$ cat config.mk
export PLATFORM = sky130hd
export DESIGN_NAME = mileage_tracker_flat
export DESIGN_NICKNAME = d
export VERILOG_FILES = /design/src/rtl/car_pkg.sv /design/src/rtl/mileage_tracker_if.sv /design/src/rtl/mileage_tracker_bcd_counter8.sv /design/src/rtl/mileage_tracker.sv /design/src/flat_wrapper.sv
export SDC_FILE = /design/constraint.sdc
export NUM_CORES = 1
export LEC_CHECK = 0
export ABC_AREA = 1
export BUFFER_PORTS_ARGS = -buffer_cell sky130_fd_sc_hd__buf_2
export CORE_MARGIN = 2
export CORE_UTILIZATION = 55
export DETAILED_ROUTE_END_ITERATION = 12
export GPL_TIMING_DRIVEN = 1
export PLACE_DENSITY = 0.78
export SLEW_MARGIN = 20
export SYNTH_ARGS = -nofsm -noshare
export SYNTH_HDL_FRONTEND = slang
export SYNTH_SLANG_ARGS = --single-unit
$ cat constraint.sdc
create_clock -name sys_clk -period 2.5 [get_ports sys_clk]
set_input_delay 0.25 -clock sys_clk [delete_from_list [all_inputs] [get_ports sys_clk]]
set_output_delay 0.25 -clock sys_clk [all_outputs]
set_load 0.05 [all_outputs]
$ cat src/rtl/car_pkg.sv
// Shared car definitions: FSM state encodings, odometer geometry and a BCD digit helper.
package car_pkg;

  typedef enum logic [3:0] {
    POWER_OFF    = 4'b0000,
    POWER_ON     = 4'b0001,
    NOT_STARTING = 4'b0010,
    STARTING     = 4'b0011,
    MOVING       = 4'b0100
  } carState_e;

  localparam int BCD_DIGITS = 8;
  localparam int BCD_WIDTH  = BCD_DIGITS * 4;

  // Adds carryIn to one BCD digit; returns {carryOut, digit}. Nine (or anything above) rolls to zero.
  function automatic logic [4:0] bcdDigitInc(input logic [3:0] digit, input logic carryIn);
    logic [4:0] result;
    result = {1'b0, digit};
    if (carryIn) begin
      if (digit >= 4'd9) begin
        result = 5'b1_0000;
      end else begin
        result = {1'b0, digit + 4'd1};
      end
    end
    return result;
  endfunction

endpackage

$ cat src/rtl/mileage_tracker_if.sv
// Bundle of FSM-side inputs and odometer/idle outputs of the mileage tracker.
interface mileage_tracker_if;
  import car_pkg::*;

  logic [3:0]           state;
  logic                 move_forward;
  logic                 move_backward;
  logic                 user_activity;
  logic                 clear_mileage;
  logic [BCD_WIDTH-1:0] mileage_bcd;
  logic                 mileage_overflow;
  logic                 unit_tick;
  logic                 auto_power_off;

  modport master (
    output state, move_forward, move_backward, user_activity, clear_mileage,
    input  mileage_bcd, mileage_overflow, unit_tick, auto_power_off
  );

  modport slave (
    input  state, move_forward, move_backward, user_activity, clear_mileage,
    output mileage_bcd, mileage_overflow, unit_tick, auto_power_off
  );

endinterface

$ cat src/rtl/mileage_tracker_bcd_counter8.sv
// Eight-digit packed BCD register with ripple-carry increment and synchronous clear.
module bcd_counter8
  import car_pkg::*;
(
  input  logic                 clk,
  input  logic                 rst,
  input  logic                 inc,
  input  logic                 clr,
  output logic [BCD_WIDTH-1:0] value,
  output logic                 wrap
);

  logic [BCD_WIDTH-1:0] value_q;
  logic [BCD_WIDTH-1:0] value_d;
  logic [BCD_WIDTH-1:0] incremented;
  logic                 carry;

  // Ripple the increment through the digits; the carry out of the top digit means 99999999 -> 0.
  always_comb begin
    incremented = value_q;
    carry       = inc;
    wrap        = 1'b0;
    for (int i = 0; i < BCD_DIGITS; i++) begin
      {carry, incremented[i*4 +: 4]} = bcdDigitInc(value_q[i*4 +: 4], carry);
    end
    wrap = carry;
  end

  // Clear wins over increment.
  always_comb begin
    value_d = clr ? '0 : incremented;
  end

  // Odometer register.
  always_ff @(posedge clk) begin
    if (rst) begin
      value_q <= '0;
    end else begin
      value_q <= value_d;
    end
  end

  assign value = value_q;

endmodule

$ cat src/rtl/mileage_tracker.sv
// Odometer and idle auto-power-off timer driven by the car FSM state and drive commands.
module mileage_tracker
  import car_pkg::*;
#(
  parameter int TICK_CYCLES    = 100000000,
  parameter int SEC_CYCLES     = 100000000,
  parameter int IDLE_TIMEOUT_S = 10
) (
  input  logic             sys_clk,
  input  logic             rst,
  mileage_tracker_if.slave bus
);

  localparam int DIST_W = $clog2(TICK_CYCLES);
  localparam int SEC_W  = $clog2(SEC_CYCLES);
  localparam int IDLE_W = $clog2(IDLE_TIMEOUT_S + 1);

  localparam logic [DIST_W-1:0] DIST_LAST = DIST_W'(TICK_CYCLES - 1);
  localparam logic [SEC_W-1:0]  SEC_LAST  = SEC_W'(SEC_CYCLES - 1);
  localparam logic [IDLE_W-1:0] IDLE_LAST = IDLE_W'(IDLE_TIMEOUT_S - 1);

  logic                 motion;
  logic                 clearing;
  logic                 idleActive;
  logic                 distWrap;
  logic                 secWrap;
  logic                 idleHit;
  logic                 tickInc;
  logic                 bcdWrap;
  logic [BCD_WIDTH-1:0] bcdValue;

  logic [DIST_W-1:0] distCount_q, distCount_d;
  logic [SEC_W-1:0]  secCount_q,  secCount_d;
  logic [IDLE_W-1:0] idleSec_q,   idleSec_d;
  logic              unitTick_q,  unitTick_d;
  logic              overflow_q,  overflow_d;
  logic              autoOff_q,   autoOff_d;

  // Decode what the car is doing this cycle; unknown state codes neither move nor idle.
  always_comb begin
    motion     = (bus.state == MOVING) && (bus.move_forward ^ bus.move_backward);
    clearing   = bus.clear_mileage || (bus.state == POWER_OFF);
    idleActive = ((bus.state == POWER_ON) || (bus.state == NOT_STARTING)) && !bus.user_activity;
    distWrap   = motion && (distCount_q == DIST_LAST);
    secWrap    = idleActive && (secCount_q == SEC_LAST);
    idleHit    = secWrap && (idleSec_q == IDLE_LAST);
    tickInc    = distWrap && !clearing;
  end

  // Distance prescaler: any gap in motion throws away the partial unit.
  always_comb begin
    distCount_d = distCount_q + DIST_W'(1);
    if (!motion || distWrap) begin
      distCount_d = '0;
    end
    unitTick_d = tickInc;
    overflow_d = clearing ? 1'b0 : (overflow_q || bcdWrap);
  end

  // Idle timer: seconds accumulate only while idle; the timeout pulses once and restarts timing.
  always_comb begin
    secCount_d = secCount_q + SEC_W'(1);
    idleSec_d  = idleSec_q;
    autoOff_d  = idleHit;
    if (!idleActive) begin
      secCount_d = '0;
      idleSec_d  = '0;
    end else if (secWrap) begin
      secCount_d = '0;
      idleSec_d  = idleHit ? '0 : idleSec_q + IDLE_W'(1);
    end
  end

  // State and output registers.
  always_ff @(posedge sys_clk) begin
    if (rst) begin
      distCount_q <= '0;
      secCount_q  <= '0;
      idleSec_q   <= '0;
      unitTick_q  <= 1'b0;
      overflow_q  <= 1'b0;
      autoOff_q   <= 1'b0;
    end else begin
      distCount_q <= distCount_d;
      secCount_q  <= secCount_d;
      idleSec_q   <= idleSec_d;
      unitTick_q  <= unitTick_d;
      overflow_q  <= overflow_d;
      autoOff_q   <= autoOff_d;
    end
  end

  bcd_counter8 uBcd (
    .clk   (sys_clk),
    .rst   (rst),
    .inc   (tickInc),
    .clr   (clearing),
    .value (bcdValue),
    .wrap  (bcdWrap)
  );

  assign bus.mileage_bcd      = bcdValue;
  assign bus.mileage_overflow = overflow_q;
  assign bus.unit_tick        = unitTick_q;
  assign bus.auto_power_off   = autoOff_q;

endmodule

$ cat src/flat_wrapper.sv
// flat-port wrapper written by rule: the top's interface ports become plain ports
module mileage_tracker_flat import car_pkg::*;
#(
  parameter int TICK_CYCLES    = 100000000,
  parameter int SEC_CYCLES     = 100000000,
  parameter int IDLE_TIMEOUT_S = 10
)
  (sys_clk, rst, bus_state, bus_move_forward, bus_move_backward, bus_user_activity, bus_clear_mileage, bus_mileage_bcd, bus_mileage_overflow, bus_unit_tick, bus_auto_power_off);
  mileage_tracker_if bus_i ();
  input  logic sys_clk;
  input  logic rst;
  input wire logic [$bits(bus_i.state)-1:0] bus_state;
  input wire logic [$bits(bus_i.move_forward)-1:0] bus_move_forward;
  input wire logic [$bits(bus_i.move_backward)-1:0] bus_move_backward;
  input wire logic [$bits(bus_i.user_activity)-1:0] bus_user_activity;
  input wire logic [$bits(bus_i.clear_mileage)-1:0] bus_clear_mileage;
  output wire logic [$bits(bus_i.mileage_bcd)-1:0] bus_mileage_bcd;
  output wire logic [$bits(bus_i.mileage_overflow)-1:0] bus_mileage_overflow;
  output wire logic [$bits(bus_i.unit_tick)-1:0] bus_unit_tick;
  output wire logic [$bits(bus_i.auto_power_off)-1:0] bus_auto_power_off;
  assign bus_i.state = bus_state;
  assign bus_i.move_forward = bus_move_forward;
  assign bus_i.move_backward = bus_move_backward;
  assign bus_i.user_activity = bus_user_activity;
  assign bus_i.clear_mileage = bus_clear_mileage;
  assign bus_mileage_bcd = bus_i.mileage_bcd;
  assign bus_mileage_overflow = bus_i.mileage_overflow;
  assign bus_unit_tick = bus_i.unit_tick;
  assign bus_auto_power_off = bus_i.auto_power_off;
  mileage_tracker #(.TICK_CYCLES(TICK_CYCLES), .SEC_CYCLES(SEC_CYCLES), .IDLE_TIMEOUT_S(IDLE_TIMEOUT_S)) u_core (.sys_clk(sys_clk), .rst(rst), .bus(bus_i));
endmodule
-- Word level (Yosys, flattened, before mapping)
Index checks and enable logic that the tools add are counted.
- input port bits: 10
- register bits after elaboration: 93
- mux-type cells: 17
- bitwise logic cells: 2
- equality and inequality tests: 6
- add/subtract/negate cells: 11
- reductions and logical operators: 18
- order comparisons: 8
- operator list (cell ; count):
    $mux W5 ; 16
    $add A27 B1 Y27 const B ; 2
    $eq A27 B27 Y1 const B ; 2
    $add A4 B1 Y4 const B ; 9
    $ge A4 B4 Y1 const B ; 8
    $logic_and A1 B1 Y1 ; 6
    $reduce_or A2 Y1 ; 3
    $eq A4 B1 Y1 const B ; 1
    $eq A4 B2 Y1 const B ; 1
    $eq A4 B3 Y1 const B ; 1
    $eq A4 B4 Y1 const B ; 1
    $logic_not A4 Y1 ; 1
    $logic_or A1 B1 Y1 ; 4
    $mux W4 ; 1
    $logic_not A1 Y1 ; 3
    $reduce_or A3 Y1 ; 1
    $not A1 Y1 ; 1
    $xor A1 B1 Y1 ; 1

-- Depth between registers and ports, before layout
Gate-level depths: netlist of run 1.
- depth after elaboration: 13
- depth in mapped cells: 13
- gate-level depth less buffers: 13

-- Modules after synthesis
From an unflattened synthesis of run 1, not the netlist that was laid out.
- cell total of the unflattened synthesis: 718
- area total of the unflattened synthesis: 5146.2 um2
- by module, submodules not included (module ; area an instance (um2) ; cells each ; instances):
    mileage_tracker ; 3301.9 ; 492 ; 1
    bcd_counter8 ; 1844.3 ; 226 ; 1

-- Least setup slack after synthesis of run 1
No wires, ideal clock.
- path type: reg-to-reg
- start point: reg u_core.uBcd.value_q[4] (netlist: u_core.uBcd.value[4])
- end point: reg u_core.uBcd.value_q[26] (netlist: u_core.uBcd.value[26])
- path buffers: 0
- cell stages (with the launch flop): 9
- path slack: 0.240 ns
- setup time: 0.123 ns
- required time: 2.377 ns
- data arrival time: 2.137 ns
- path through: dfxtp_1 -> inv_1 -> ha_1 -> a31oi_1 -> nand4_4 -> nor2_4 -> nand4_4 -> nand2_1 -> o21ai_0
- longest elaborated chain between the ends: 7
- ends and longest elaborated chain (what ; line ; text):
    from (decl) ; mileage_tracker_bcd_counter8.sv:13 ; logic [BCD_WIDTH-1:0] value_q;
    from (signal assigned) ; mileage_tracker_bcd_counter8.sv:39 ; value_q <= value_d;
    $ge A4 B4 Y1 ; car_pkg.sv:20 ; if (digit >= 4'd9) begin
    $mux W5 ; car_pkg.sv:20 ;
    $mux W5 (5 in series) ; car_pkg.sv:19 ; if (carryIn) begin
No other way between the ends.
A chain may end at the register's enable or synchronous reset.

-- Worst setup path in the final report of run 1
- start point: reg u_core.distCount_q[0]
- end point: reg u_core.uBcd.value_q[21] (netlist: u_core.uBcd.value[21])
- longest elaborated chain between the ends: 8
- ends and longest elaborated chain (what ; line ; text):
    from (decl) ; mileage_tracker.sv:32 ; logic [DIST_W-1:0] distCount_q, distCount_d;
    from (signal assigned) ; mileage_tracker.sv:84 ; distCount_q <= distCount_d;
    $eq A27 B27 Y1 ; mileage_tracker.sv:44 ; distWrap = motion && (distCount_q == DIST_LAST);
    $logic_and A1 B1 Y1 ; mileage_tracker.sv:44 ;
    $logic_and A1 B1 Y1 ; mileage_tracker.sv:47 ; tickInc = distWrap && !clearing;
    $mux W5 (5 in series) ; car_pkg.sv:19 ;
No other way between the ends.

==> summary.txt, run 1 <==
Setup Slack @ Placement: 0.306 ns
setup TNS: 0 ns
CTS tree: done
Post-synth top cells: nand2_1 (120), inv_1 (111), dfxtp_1 (93)
first-pass GRT wire length: 17500 um
routed wire length: 10400 um
maximum VDD drop: 0.254 mV
final core occ: 63.1%
pin count of the biggest net entering global routing: 19
share of cells above drive strength 1: 13.1%
chip height: 98.0 um
vias in the first global route: 4100
Synth warnings: 0
hold_buf cts: 0
CTS sink cnt: 93
status: completed
top-area cell type share of the netlist area: 38.3%
skew final: 0.0114 ns
R2R Setup Slk: 0.30 ns
Worst EP arrival: 2.45 ns
area growth from synthesis to layout: 12.0%
top-count cell post-synth: nand2_1
Main synth FF type: dfxtp_1
initial antenna violation count: 0
Crit-path slowest cell: dfxtp_1
Clock Path Buffers: 2
ANT nets after route: 0
initial core utilization: 56.3%
Core Region: 0.00864 mm2
Worst Path Required: 2.75 ns
vias: 4364
DR vias/cell: 5.20
post-synth top area cell: dfxtp_1
Post-synth EDFFs: 0
Final Max Tran Viols: 0
iteration count of the initial detailed-routing pass: 7
RePlAce Congestion: 0.887
Post-DP HPWL: 7820 um
post-synthesis cell area: 0.00486 mm2
nature of the critical path startpoint: register
cell mode on critical path: nor2_4
Crit Path Class: reg2reg
max incr delay on CP: 0.36 ns
Fmax: 0.454 GHz
initial DRC count: 204
worst path cell trace: ha_1, nand2_1, nor2_4, nand2_2, nor2_2, nand3_4, nor2_4, nand4_4, nor2_4, inv_1, nand2_1, o21ai_1
P_leak: 2.11 nW
hold_ws: 0.161 ns
Seq/Total Area, Yosys: 38.3%
Total GRT Usage: 21.7%
Worst slew margin: 68.1%
Setup-failing EPs final: 0
RSZ-0062 raised after global routing: false
WL/cell: 12.4 um
syn_area_per_cell: 7.25 um2
post-synthesis register bit count: 93
nets: 765
Final min period: 2.20 ns
setup bufs post-CTS: 0
# DRC: 0
synth unique cells: 41
worst-skew pair later-pin latency: 0.36 ns
clock slew at reported path FFs: 0.09 ns
aggregate global routing overflow: 0
CTS H-tree depth: 3
n_diodes: 0
cells after synthesis: 671
Die Footprint: 0.00961 mm2
worst setup margin: 0.297 ns
CP top delay family: simple AND/OR/NAND/NOR gates
row count: 34
Worst Path Max Fanout: 13
FFs w/ async S/R, synth: 0%
pwr dens: 482 mW/mm2
Hold WC Path Type: in2reg
worst-margin pin slew: 0.477 ns
total power: 0.00262 W
Crit. End Element: register
Post-Syn Nets: 709
Die W: 98.0 um
CTS resizes: 0
CTS Root Buffer Type: clkbuf_8
CTS buffer count: 9
num ports: 45
crit share post-route: 88.1%
worst path buffer plus inverter count: 1
max-cap violations: 0
top cells by area, synth: dfxtp_1 (38%), nand2_1 (9.3%), inv_1 (8.6%)
IO Port Bufs: 44
Hold Fails Final Rpt: 0
[where the power goes]
group | switching (W) | internal (W)
Combinational | 0.0000331 | 0.0000146
Sequential | 0.000000394 | 0.00148
Clock | 0.000512 | 0.000584
[layout by cell type (no fill, tap or decap), types with 2 or more instances in the layout]
cell type,Yosys,final
a21oi_1,42,42
nand3_1,29,29
inv_1,111,111
o22ai_1,3,3
clkbuf_8,0,10
nand4_4,3,3
nor2_2,4,4
nand2_1,120,120
ha_1,28,28
nor2_4,7,7
xnor2_1,3,3
o21ai_0,23,23
nand4_1,27,27
nor3_1,23,23
xor2_1,13,13
or2_2,3,3
nand3b_1,4,4
o21ai_1,3,3
a31oi_1,4,4
a211oi_1,4,4
o21a_1,2,2
dfxtp_1,93,93
inv_2,7,7
nor2_1,87,87
nor4_1,4,4
nand2_2,3,3
bufinv_16,0,2
buf_2,1,44
buf_4,0,5
nor3b_1,5,5
[cell families after synthesis]
family,Yosys count,share of synthesized area (%)
xor gates and xnor gates,16,2.88
adders and majority gates,28,7.20
and+or+nand+nor,325,32.2
buffers and inverters,123,9.67
AOI/OAI and AO/OA,86,9.75
DFF,93,38.3
[registers in the layout, summed over array words and instances, names as in the netlist]
name	cells
u_core.uBcd.value	32
u_core.distCount_q	27
u_core.bus.mileage_overflow	1
u_core.secCount_q	27
u_core.bus.auto_power_off	1
u_core.bus.unit_tick	1
u_core.idleSec_q	4
[through the flow]
stage | std cells | area, um2
6_report | 839 | 5450
3_3_place_gp | 824 | 5230
5_1_grt | 839 | 5450
4_1_cts | 839 | 5450
2_1_floorplan | 671 | 4860
3_5_place_dp | 824 | 5230
[area by class of cell]
class                      instances  area (um2)
fill                             759        3190
clock inverter                     4        72.6
multi-input combinational        455        2530
sequential                        93        1860
tap                              108         135
inverter                         119         447
timing repair buffer              49         258
clock buffer                      11         141
[path summary, 6_finish.rpt]
| path | endpoint | start | cells after the start |
|---|---|---|---|
| worst max-delay path | u_core.uBcd.value[21] | u_core.distCount_q[0] | 12 |
| worst min-delay path | u_core.bus.auto_power_off | rst | 2 |
| worst max register to register | u_core.uBcd.value[21] | u_core.distCount_q[0] | 12 |
| worst min register to register | u_core.secCount_q[0] | u_core.secCount_q[0] | 1 |
[per-layer routing]
metal / vias up / global-route usage [%] / part of all wire (%)
li1: 2269 / - / -
met1: 1967 / 27.7 / 46
met2: 101 / 36.5 / 48
met3: 27 / 3.15 / 4.1
met4: 0 / 9.51 / 2.5
met5: - / 0 / 0
[worst reg2reg max path: cells and delay by family, from the launching register on]
kind	cells	cell delay [ns]
compound gates	1	0.08
buf+inv	1	0.10
fa+ha+maj	1	0.17
simple gates	9	1.38
flops	1	0.36
Power figures use the tool's default switching activity.
==> run 2, diff against run 1 <==
CORE_UTILIZATION = 54   (was 55)
clock period = 1.9 ns   (was 2.5 ns; I/O delays follow)
==> run 2 against run 1 <==
- the run now ends with setup timing left
- combinational power increased by 45%
- global-route usage increased by 0.92 points
- hold slack got worse by 0.040 ns
- count of clock-buffer cells in the layout decreased by 1
- sequential share of layout area decreased by 2.7 points
- first-iteration DRC count increased by 4.9%
- worst setup slack got worse by 0.30 ns
- power increased by 38%
- core utilization increased by 6.2 points
- clock power increased by 45%
- register-to-register slack got worse by 0.30 ns
- highest routed layer unchanged
==> summary.txt, run 2 (synthesis results as in run 1) <==
status: finished with violations (was completed)
violated checks: setup timing
sequential fraction of design power: 53.9% (was 56.4%)
vias: 4646 (was 4364)
iteration count of the initial detailed-routing pass: 5 (was 7)
DR vias/cell: 5.26 (was 5.20)
Worst slew margin: 77.1% (was 68.1%)
Setup Slack @ Placement: -0.0863 ns (was 0.306 ns)
CTS buffer count: 9 (unchanged)
Crit. End Element: register (unchanged)
RePlAce Congestion: 0.895 (was 0.887)
Final min period: 1.91 ns (was 2.20 ns)
maximum VDD drop: 0.420 mV (was 0.254 mV)
worst-margin pin slew: 0.341 ns (was 0.477 ns)
stages on the worst setup path: 11 (was 12)
Hold Fails Final Rpt: 0 (unchanged)
Core Region: 0.00872 mm2 (was 0.00864 mm2)
vias in the first global route: 4307 (was 4100)
IO Port Bufs: 44 (unchanged)
nature of the critical path startpoint: register (unchanged)
area growth from synthesis to layout: 24.1% (was 12.0%)
initial DRC count: 214 (was 204)
commonest non-fill, non-tap cell in the layout: nand2_1 (unchanged)
Final Max Tran Viols: 0 (unchanged)
Die W: 98.9 um (was 98.0 um)
aggregate global routing overflow: 0 (unchanged)
Clock power frac: 44.2% (was 41.8%)
worst-skew pair later-pin latency: 0.37 ns (was 0.36 ns)
placed cell count: 850 (was 824)
WL/cell: 13.0 um (was 12.4 um)
# DRC: 0 (unchanged)
max incr delay on CP: 0.36 ns (about the same)
RSZ-0062 raised after global routing: true (was false)
Hold WC Path Type: in2reg (unchanged)
Crit-path slowest cell: dfxtp_2 (was dfxtp_1)
skew final: 0.0146 ns (was 0.0114 ns)
Setup-failing EPs final: 1 (was 0)
Total GRT Usage: 22.6% (was 21.7%)
pin count of the biggest net entering global routing: 19 (unchanged)
worst path cell trace: ha_4, nand2_4, nor2_4, nand2_4, inv_4, nand4_1, nor2_2, nand4_1, buf_4, o21ai_0, a21oi_1 (was ha_1, nand2_1, nor2_4, nand2_2, nor2_2, nand3_4, nor2_4, nand4_4, nor2_4, inv_1, nand2_1, o21ai_1)
clock slew at reported path FFs: 0.09 ns (about the same)
routed wire length: 11500 um (was 10400 um)
nets: 808 (was 765)
grt met1 use: 28.5% (was 27.7%)
Int Power: 0.00284 W (was 0.00208 W)
Comb pwr share: 1.9% (was 1.8%)
Crit Path Class: reg2reg (unchanged)
ANT nets after route: 0 (unchanged)
pwr dens: 598 mW/mm2 (was 482 mW/mm2)
Fmax: 0.525 GHz (was 0.454 GHz)
row count: 34 (unchanged)
Die Footprint: 0.00978 mm2 (was 0.00961 mm2)
final core occ: 69.2% (was 63.1%)
max-cap violations: 0 (unchanged)
Post-DP HPWL: 8000 um (was 7820 um)
commonest cells after routing, fill and taps aside: nand2_1 (113), inv_1 (108), nor2_1 (77) (was nand2_1 (120), inv_1 (111), dfxtp_1 (93))
crit share post-route: 100% (was 88.1%)
R2R depth: 11 (was 12)
max reg flops: 32 (unchanged)
GR Layer Usage met2: 38.4% (was 36.5%)
CP top delay family: simple AND/OR/NAND/NOR gates (unchanged)
switching share of power: 21.3% (was 20.8%)
final non-filler cell total: 883 (was 839)
fill cell count: 655 (was 759)
Clock Path Buffers: 2 (unchanged)
Net Sw Power: 0.000768 W (was 0.000546 W)
worst setup margin: -0.00586 ns (was 0.297 ns)
share of cells above drive strength 1: 26.2% (was 13.1%)
CTS H-tree depth: 3 (unchanged)
num ports: 45 (unchanged)
worst path buffer plus inverter count: 2 (was 1)
hold_buf cts: 0 (unchanged)
Worst EP arrival: 2.15 ns (was 2.45 ns)
chip height: 98.9 um (was 98.0 um)
n_diodes: 0 (unchanged)
Worst Path Max Fanout: 4 (was 13)
hold path depth: 2 (unchanged)
CTS tree: done (unchanged)
CTS sink cnt: 93 (unchanged)
CTS Root Buffer Type: clkbuf_8 (unchanged)
first-pass GRT wire length: 18400 um (was 17500 um)
initial antenna violation count: 0 (unchanged)
P_leak: 2.41 nW (was 2.11 nW)
GR Util met3: 4.04% (was 3.15%)
initial core utilization: 55.8% (was 56.3%)
total power: 0.00361 W (was 0.00262 W)
busiest metal layer after global routing: met2 (unchanged)
Worst Path Required: 2.15 ns (was 2.75 ns)
[run 2: path summary, 6_finish.rpt]
path,from,endpoint,slack (ns)
setup / recovery,u_core.distCount_q[1],u_core.distCount_q[22],-0.006
hold / removal,rst,u_core.bus.auto_power_off,0.12
setup reg to reg,u_core.distCount_q[1],u_core.distCount_q[22],-0.006
hold reg to reg,u_core.secCount_q[0],u_core.secCount_q[0],0.43
[run 2: cell type report]
class | count | area (um2) | area share (%)
repair buffers | 92 | 601 | 9.95
multi-input cells | 455 | 2710 | 44.9
clock inverters | 6 | 111 | 1.84
well taps | 108 | 135 | 2.24
inverters | 119 | 449 | 7.44
clock buffers | 10 | 128 | 2.11
flip-flops and latches | 93 | 1900 | 31.5
[run 2: repair_timing]
action	CTS	global route
resized for setup	7	58
endpoints found under the hold margin	0	0
cloned	0	0
endpoints found under the setup margin	19	63
pin swaps	5	26
setup buffers	4	13
[run 2: routing by layer]
metal	routed length [um]	share of wire, %	up-vias
met5	0	0	-
met4	227	2.0	0
met1	5100	44	2153
li1	-	-	2361
met3	415	3.6	22
met2	5760	50	110
[run 2: worst reg2reg max path, stage by stage (launching register included)]
cell and delay, ns:
dfxtp_2 0.36, ha_4 0.15, nand2_4 0.05, nor2_4 0.14, nand2_4 0.09, inv_4 0.08
nand4_1 0.18, nor2_2 0.20, nand4_1 0.14, buf_4 0.17, o21ai_0 0.16, a21oi_1 0.06
[run 2: power by group through the flow]
stage,Sequential [W],Combinational [W],Clock [W]
after CTS,0.00195,0.0000667,0.00162
after floorplan,0.00199,0.0000347,0
after global placement,0.00199,0.0000647,0
after global routing,0.00194,0.0000766,0.00171
final,0.00194,0.0000690,0.00160
after detailed placement,0.00199,0.0000659,0
[run 2: through the flow]
step / hold slack (ns) / area, um2 / TNS, ns
3_5_place_dp: 0.437 / 5470 / -0.741
6_report: 0.121 / 6040 / -0.00586
4_1_cts: 0.105 / 5760 / -0.0134
3_3_place_gp: 0.430 / 5470 / 0
5_1_grt: 0.109 / 6040 / -1.37
2_1_floorplan: 0.262 / 4900 / 0
==> run 3, diff against run 2 <==
CORE_ASPECT_RATIO = 0.8   (was unset)
==> run 3 against run 2 <==
- the flow still finishes with violations (setup timing)
- sequential share of layout area is 1.1 points lower
- maximum frequency shrank 3.1%
- count of clock-buffer cells in the layout grew 1
- hold slack is essentially flat
- wire length is 7.6% higher
- via count is 2.2% higher
- worst setup slack got worse by 0.061 ns
- highest routed layer unchanged
==> summary.txt, run 3 (synthesis results as in run 1) <==
status: finished with violations (unchanged)
violated checks: setup timing (unchanged)
worst path buffer plus inverter count: 1 (was 2)
Worst slew margin: 79.6% (was 77.1%)
Comb pwr share: 1.9% (about the same)
hold_buf cts: 0 (unchanged)
WL/cell: 14.0 um (was 13.0 um)
Crit-path slowest cell: dfxtp_2 (unchanged)
met1 WL: 5320 um (was 5100 um)
Hold WC Path Type: in2reg (unchanged)
Die W: 110 um (was 98.9 um)
Net Sw Power: 0.000819 W (was 0.000768 W)
cell mode on critical path: nor2_4
share of cells above drive strength 1: 28.2% (was 26.2%)
Clock Path Buffers: 2 (unchanged)
clock slew at reported path FFs: 0.07 ns (was 0.09 ns)
CTS sink cnt: 93 (unchanged)
Total GRT Usage: 24.4% (was 22.6%)
DR WL met3: 740 um (was 415 um)
commonest cells after routing, fill and taps aside: nand2_1 (108), inv_1 (104), nor2_1 (75) (was nand2_1 (113), inv_1 (108), nor2_1 (77))
worst-margin pin slew: 0.306 ns (was 0.341 ns)
worst setup margin: -0.0671 ns (was -0.00586 ns)
max incr delay on CP: 0.36 ns (about the same)
max reg flops: 32 (unchanged)
Core Region: 0.00863 mm2 (was 0.00872 mm2)
Max Used Layer: met4 (unchanged)
crit share post-route: 104% (was 100%)
Worst Path Max Fanout: 4 (unchanged)
CTS tree: done (unchanged)
DR vias/cell: 5.36 (was 5.26)
chip height: 88.9 um (was 98.9 um)
CTS Root Buffer Type: clkbuf_16 (was clkbuf_8)
initial core utilization: 56.3% (was 55.8%)
Clock power frac: 47.5% (was 44.2%)
CTS buffer count: 9 (unchanged)
worst path cell trace: ha_4, nand2_4, nor2_4, nand2_4, nor2_4, nand3_4, nor2_4, nand4_4, nor2_4, clkbuf_16, nand4_1, a21oi_1 (was ha_4, nand2_4, nor2_4, nand2_4, inv_4, nand4_1, nor2_2, nand4_1, buf_4, o21ai_0, a21oi_1)
vias in the first global route: 4408 (was 4307)
maximum VDD drop: 0.738 mV (was 0.420 mV)
pwr dens: 617 mW/mm2 (was 598 mW/mm2)
hold_ws: 0.121 ns (about the same)
Final min period: 1.97 ns (was 1.91 ns)
vias: 4748 (was 4646)
max-cap violations: 0 (unchanged)
skew final: 0.00683 ns (was 0.0146 ns)
Worst Path Required: 2.17 ns (was 2.15 ns)
nets: 806 (was 808)
aggregate global routing overflow: 0 (unchanged)
setup TNS: -0.200 ns (was -0.00586 ns)
Crit Path Class: reg2reg (unchanged)
IO Port Bufs: 44 (unchanged)
fill cell count: 608 (was 655)
first-pass GRT wire length: 18900 um (was 18400 um)
pin count of the biggest net entering global routing: 19 (unchanged)
Hold Fails Final Rpt: 0 (unchanged)
Die Footprint: 0.00979 mm2 (was 0.00978 mm2)
switching share of power: 21.3% (about the same)
P_leak: 2.47 nW (was 2.41 nW)
# DRC: 0 (unchanged)
row count: 30 (was 34)
Final Max Tran Viols: 0 (unchanged)
ANT nets after route: 0 (unchanged)
RSZ-0062 raised after global routing: true (unchanged)
CP top delay family: simple AND/OR/NAND/NOR gates (unchanged)
Int Power: 0.00303 W (was 0.00284 W)
routed wire length: 12400 um (was 11500 um)
num ports: 45 (unchanged)
Crit. End Element: register (unchanged)
RePlAce Congestion: 0.853 (was 0.895)
n_diodes: 0 (unchanged)
Fmax: 0.508 GHz (was 0.525 GHz)
nature of the critical path startpoint: register (unchanged)
sequential fraction of design power: 50.6% (was 53.9%)
Setup-failing EPs final: 6 (was 1)
Worst EP arrival: 2.23 ns (was 2.15 ns)
worst-skew pair later-pin latency: 0.34 ns (was 0.37 ns)
Post-DP HPWL: 8160 um (was 8000 um)
iteration count of the initial detailed-routing pass: 5 (unchanged)
initial antenna violation count: 0 (unchanged)
CTS H-tree depth: 3 (unchanged)
initial DRC count: 316 (was 214)
met2 WL: 6100 um (was 5760 um)
area growth from synthesis to layout: 28.2% (was 24.1%)
commonest non-fill, non-tap cell in the layout: nand2_1 (unchanged)
-- run 3: cell count changes in the layout (fill, tap and decap cells not counted), moves of 4 or more --
cell       delta
clkbuf_16    +10
clkbuf_8      -8
nand2_1       -5
buf_4         -4
dfxtp_1       +4
inv_1         -4
nand2_4       +4
o21ai_0       -4
-- run 3: what timing repair did --
item,4_1_cts,5_1_grt
cloned,1,0
pin swaps,1,28
setup endpoints to repair,14,64
setup buffers,5,15
resized for setup,15,87
-- run 3: power by group through the flow --
stage	registers [W]	logic [W]	clock network (W)
floorplan	0.00199	0.0000347	0
global placement	0.00199	0.0000616	0
detailed placement	0.00199	0.0000634	0
CTS	0.00195	0.0000646	0.00184
global route	0.00195	0.0000781	0.00192
finish	0.00195	0.0000714	0.00183
-- run 3: routing by layer --
metal / vias up / global-route usage, %
met5: - / 0
met4: 0 / 7.16
met3: 24 / 7.73
met2: 152 / 42.1
met1: 2215 / 29.3
li1: 2357 / -
-- run 3: final cells by class --
cell class / count / area [um2] / area share (%)
repair buffers: 90 / 598 / 9.59
flip-flops and latches: 93 / 1890 / 30.4
inverters: 119 / 454 / 7.28
clock inverters: 5 / 58.8 / 0.943
clock buffers: 11 / 243 / 3.89
well taps: 112 / 140 / 2.25
multi-input cells: 455 / 2850 / 45.7
-- run 3: stage by stage --
| step | cell area [um2] | std cells | util, % | total power, W | worst slack, ns |
|---|---|---|---|---|---|
| 6_report | 6230 | 885 | 72.2 | 0.00385 | -0.0671 |
| 5_1_grt | 6230 | 885 | 72.2 | 0.00395 | -0.184 |
| 4_1_cts | 5890 | 873 | 68.2 | 0.00386 | 0.00552 |
| 3_5_place_dp | 5460 | 851 | 63.2 | 0.00205 | -0.0551 |
| 3_3_place_gp | 5460 | 851 | 63.2 | 0.00205 | 0.0163 |
| 2_1_floorplan | 4900 | 671 | - | 0.00203 | 0.0268 |
-- run 3: final timing paths --
| check | start | endpoint | slack, ns | cells after the start |
|---|---|---|---|---|
| setup / recovery | u_core.distCount_q[1] | u_core.uBcd.value[23] | -0.07 | 12 |
| hold / removal | rst | u_core.bus.auto_power_off | 0.12 | 2 |
| setup reg to reg | u_core.distCount_q[1] | u_core.uBcd.value[23] | -0.07 | 12 |
| hold reg to reg | u_core.idleSec_q[3] | u_core.idleSec_q[3] | 0.46 | 2 |
